===== config.mk =====
export PLATFORM = sky130hd
export DESIGN_NAME = abs_chk_timeout
export DESIGN_NICKNAME = d
export VERILOG_FILES = /design/src/rtl/abs_chk_pkg.sv /design/src/rtl/abs_chk_timeout.sv
export SDC_FILE = /design/constraint.sdc
export NUM_CORES = 1
export LEC_CHECK = 0
export CORE_UTILIZATION = 45
export DETAILED_ROUTE_END_ITERATION = 16
export SYNTH_ARGS = -nofsm -noshare
export SYNTH_HDL_FRONTEND = slang
export SYNTH_SLANG_ARGS = --single-unit

===== constraint.sdc =====
create_clock -name clk -period 2.7 [get_ports clk]
set_input_delay 0.405 -clock clk [delete_from_list [all_inputs] [get_ports clk]]
set_output_delay 0.405 -clock clk [all_outputs]
set_load 0.02 [all_outputs]

===== src/rtl/abs_chk_pkg.sv =====
// Shared constants and FSM state type for the reference-memory result checker.
package abs_chk_pkg;

    localparam int unsigned ABS_CHK_N       = 1024;
    localparam int unsigned ABS_CHK_DW      = 8;
    localparam int unsigned ABS_CHK_AW      = 10;
    localparam int unsigned ABS_CHK_TIMEOUT = 4096;

    typedef enum logic [1:0] {
        ST_IDLE  = 2'd0,
        ST_RUN   = 2'd1,
        ST_DRAIN = 2'd2,
        ST_DONE  = 2'd3
    } chk_state_t;

    // RUN accepts samples, DRAIN finishes the last compare; both count as busy.
    function automatic logic chk_is_busy(input chk_state_t s);
        return (s == ST_RUN) || (s == ST_DRAIN);
    endfunction

endpackage


===== src/rtl/abs_chk_timeout.sv =====
// Idle-cycle counter: cleared on i_clr, counts on i_en, flags the TIMEOUT-th idle cycle.
module abs_chk_timeout
    import abs_chk_pkg::*;
#(
    parameter int unsigned TIMEOUT = ABS_CHK_TIMEOUT
) (
    input  logic clk,
    input  logic rst,
    input  logic i_clr,
    input  logic i_en,
    output logic o_tc
);

    localparam int unsigned CW = $clog2(TIMEOUT + 1);

    logic [CW-1:0] r_cnt;

    // o_tc is high during the cycle that completes TIMEOUT consecutive idle cycles.
    assign o_tc = i_en && (r_cnt == CW'(TIMEOUT - 1));

    // Idle counter; holds at the terminal value instead of wrapping.
    always_ff @(posedge clk) begin
        if (rst || i_clr) begin
            r_cnt <= '0;
        end else if (i_en && !o_tc) begin
            r_cnt <= r_cnt + 1'b1;
        end
    end

endmodule


-- Word-level counts from Yosys, hierarchy flattened
Index checks and enable logic that the tools add are counted.
- register bits: 13
- bits in latches: 0
- memory bits (writable): 0
- ROM bits: 0
- output and inout bits: 1
- logic and storage cells: 7
- memories kept: 0
- add/subtract/negate cells: 1
- multipliers: 0
- div/mod/pow operators: 0
- $lt $le $gt $ge: 0
- equality and inequality tests: 1
- shift-type cells: 0
- multiplexer cells: 0
- bitwise logic cells: 0
- reductions and logical operators: 4
- operators with widths (cell ; count):
    $add A13 B1 Y13 const B ; 1
    $eq A13 B12 Y1 const B ; 1
    $logic_and A1 B1 Y1 ; 2
    $logic_not A1 Y1 ; 1
    $logic_or A1 B1 Y1 ; 1

-- Longest topological paths before layout
- depth after elaboration: 4
- gate-level depth with buffers: 5
- depth with buffers taken out: 5

-- Worst setup path before layout
OpenSTA, ideal clock, no wires.
- path type: register to output
- start point: register r_cnt[0]
- end point: output o_tc
- arrival time: 1300 ps
- required time: 2295 ps
- path slack: 995 ps
- stages on the path, launching flop included: 5
- cells stage by stage: dfxtp_1 -> ha_1 -> nand4_1 -> nor4_2 -> and2_1
- word-level cells in the longest chain between the ends: 2
- RTL lines (item ; RTL line ; source):
    start, declared ; abs_chk_timeout.sv:16 ; logic [CW-1:0] r_cnt;
    start signal, assigned ; abs_chk_timeout.sv:26 ; r_cnt <= r_cnt + 1'b1;
    $eq A13 B12 Y1 ; abs_chk_timeout.sv:19 ; assign o_tc = i_en && (r_cnt == CW'(TIMEOUT - 1));
    $logic_and A1 B1 Y1 ; abs_chk_timeout.sv:19 ;
    end, declared ; abs_chk_timeout.sv:11 ; output logic o_tc
Every way passes these cells.

-- Worst setup path after layout
Same ends and word-level chain as after synthesis.

==> implementation parameters <==
Parameter                              Value

Run status
  Outcome    complete, no violations

Worst hold path
  Min-Delay Startpoint    r_cnt[1]
  Hold-critical path endpoint    r_cnt[1]
  Worst min-delay path category    reg -> reg
  Hold Path Stages    2

Finish
  Max reg flops    13
  Area of all sequential standard cells    260.3 um^2
  Final #Nets    86
  Register containing the most flip-flops in the final layout    r_cnt
  Filler cell count    129
  Registers with the highest flip-flop counts    r_cnt: 13 flops
  Layout cells sized above 1    12.50%
  Footprint of the multi-input gates    367.9 um^2
  Diodes inserted    0
  Synthesis-to-layout area growth    13.98%

Logic synthesis
  Synthesized instance count    72
  Average footprint of a synthesized cell    8.828 um^2
  Cell types with the largest area share after synthesis    sky130_fd_sc_hd__dfxtp_1 41%, sky130_fd_sc_hd__nand3_1 4.7%, sky130_fd_sc_hd__a31oi_1 3.9%
  Proportion of register bits with asynchronous set or reset after synthesis    0%
  Main synth FF type    sky130_fd_sc_hd__dfxtp_1
  Post-Syn Area    635.6 um^2
  Cell variety after synth    32
  Yosys warnings    0
  Most used standard cell by instance count after synthesis    sky130_fd_sc_hd__dfxtp_1
  Synthesized Nets    77
  Count of flip-flops with a built-in enable after synthesis    0
  Post-synthesis register bit count    13
  Top cell type by total area after synthesis    sky130_fd_sc_hd__dfxtp_1
  Share of the synthesized area in the top cell type    40.94%
  Cell types with the highest counts after synthesis    13 x sky130_fd_sc_hd__dfxtp_1, 6 x sky130_fd_sc_hd__nand3_1, 5 x sky130_fd_sc_hd__nand2_1, 5 x sky130_fd_sc_hd__nor2_1, 5 x sky130_fd_sc_hd__o21ai_0
  Share of synthesized area occupied by flip-flops and latches    40.94%

Drt
  Via-to-Cell Ratio    6.116
  Wirelength per Cell    14.31 um
  Vias post-DR    581
  Final routed DRC violation total    0
  Final wirelength    1359 um
  Number of detailed-route iterations in the first pass    4
  Initial detailed-routing violation count    15
  Antenna violation net count after detailed routing    0

Die
  Area of the die    1567 um^2
  Effective utilization at floorplan    48.85%
  Die width    39.58 um
  Total core area    1301 um^2
  Overall die height    39.58 um
  Number of I/O pins    5
  Number of core rows    13

Global routing
  Total congestion overflow after global routing    0
  Pin count of the biggest net entering global routing    9
  First-pass GRT wire length    2097 um
  Vias in the first global route    473
  Total global-route track usage    20.57%
  Initial antenna violation count    0

STA
  Period utilisation layout    90.91%
  Setup-violating endpoint count in the final report    0
  Final hold vios    0
  Worst setup skew after layout    0.008073 ns
  Number of pins exceeding their max-slew limit in the final report    0
  RSZ-0062 raised after global routing    no
  Max Fclk    407.4 MHz
  Slew @ Worst Pin    0.4594 ns
  Final Hold Slack    0.5126 ns
  Remaining max-slew budget at the tightest pin    69.26%
  Final sum of negative setup slack    0 ns
  Final critical delay including setup and external delays    2.455 ns

Setup path
  Critical Path, Cell by Cell    ha_1 -> nand4_1 -> nor4_2 -> and2_1 -> clkdlybuf4s50_1
  Nature of the critical path endpoint    output pin
  R2r startpoint    r_cnt[0]
  Worst Reg-to-Reg Cells    5
  Worst setup path category    reg -> out
  Crit-path max cell delay    0.59 ns
  Largest fanout on the critical path    4
  Crit path max-delay cell type    sky130_fd_sc_hd__clkdlybuf4s50_1
  Required time at the worst-slack endpoint    2.30 ns
  Slack of the worst reg-to-reg path    1.07 ns
  Arrival time worst endpoint    2.05 ns
  Reg-to-reg endpoint    r_cnt[10]
  Startpoint type of the worst setup path    register

Clock network
  Clock tree from TritonCTS    yes
  Register clock-pin slew on the reported worst setup and hold paths    0.07 ns
  CTS HTree Levels    1
  Clock network latency to the later pin of the worst-skew pair    0.27 ns
  Num Clock Sinks    13
  Post-CTS resize count    0
  Number of buffers between clock root and the deepest sink    2
  Total CTS buffers    3
  Post-CTS setup buffer count    0
  Clock root buffer    sky130_fd_sc_hd__clkbuf_4
  Number of hold buffers added after CTS    0

Placed design
  Number of port buffers    4
  Detailed Place HPWL    971.3 um
  GP Congestion    0.7412

Power
  Maximum vdd ir drop    0.1942 mV
  Total power    325.1 uW
  Power Dens Cells    448.8 nW/um^2
  Leak Pwr    0.0002360 uW

Run
  Max capacitance violation total    0
## how the worst max path moves through the flow
stage | start | endpoint | slack, ns | cells past startpoint
final | r_cnt[0] | o_tc | 0.25 | 5
after global routing | r_cnt[0] | o_tc | 0.10 | 5
after CTS | r_cnt[0] | o_tc | 0.23 | 5
after detailed placement | r_cnt[0] | o_tc | 0.55 | 5
after global placement | r_cnt[0] | o_tc | 0.52 | 5
after floorplan | r_cnt[0] | o_tc | 0.99 | 4
## cell families (layout without fill, tap and decap cells)
logic type	count (synthesis)	in the layout	share of synthesized area, %
xor+xnor	1	1	1.378
fa+ha+maj	1	1	1.968
simple gates	34	34	31.30
flops	13	13	40.94
compound gates	21	21	23.23
buf+inv	2	10	1.180
## critical path, delay by kind of cell (launching register included)
kind | cells | cell delay, ns
AND/OR/NAND/NOR | 3 | 0.59
adder cells (fa/ha/maj) | 1 | 0.21
flip-flops | 1 | 0.39
buffers and inverters | 1 | 0.59
## metal layers
metal,GRT usage [%],up-vias,wire length [um]
met5,0,-,0
met4,10.34,0,7
met3,5.114,2,44
met2,28.69,11,552
met1,28.62,270,755
li1,-,298,-
## area by class of cell
class	instances	area share [%]
Clock buffer	4	3.627
Inverter	1	0.5181
Sequential cell	13	35.92
Tap cell	15	2.591
Timing Repair Buffer	5	6.563
Multi-Input combinational cell	57	50.78
## stage by stage
| step | setup WS, ns | std cells | utilization, % | cell area, um^2 |
|---|---|---|---|---|
| floorplan | 0.9948 | 72 | - | 635.6 |
| global placement | 0.5220 | 91 | 53.65 | 698.2 |
| detailed placement | 0.5529 | 91 | 53.65 | 698.2 |
| CTS | 0.2319 | 95 | 55.67 | 724.4 |
| global route | 0.1007 | 95 | 55.67 | 724.4 |
| finish | 0.2454 | 95 | 55.67 | 724.4 |
## cells in the final DEF, fill, tap and decap left out, types with 2 or more instances in the layout
cell	synthesis	layout
sky130_fd_sc_hd__dfxtp_1	13	13
sky130_fd_sc_hd__nand3_1	6	6
sky130_fd_sc_hd__nor2_1	5	5
sky130_fd_sc_hd__nand2_1	5	5
sky130_fd_sc_hd__o21ai_0	5	5
sky130_fd_sc_hd__a31oi_1	4	4
sky130_fd_sc_hd__clkdlybuf4s50_1	0	4
sky130_fd_sc_hd__nand4_1	3	3
sky130_fd_sc_hd__a21oi_1	3	3
sky130_fd_sc_hd__nor3_1	3	3
sky130_fd_sc_hd__clkbuf_4	0	3
sky130_fd_sc_hd__a211oi_1	2	2
sky130_fd_sc_hd__or3_1	2	2
## power by group
group          internal (uW)  leakage, uW  switching [uW]
Clock                   57.2    0.0000150            60.5
Combinational           6.63     0.000116            7.03
Sequential               193     0.000105            1.16
Note: power is estimated with default switching activity, not from simulation.
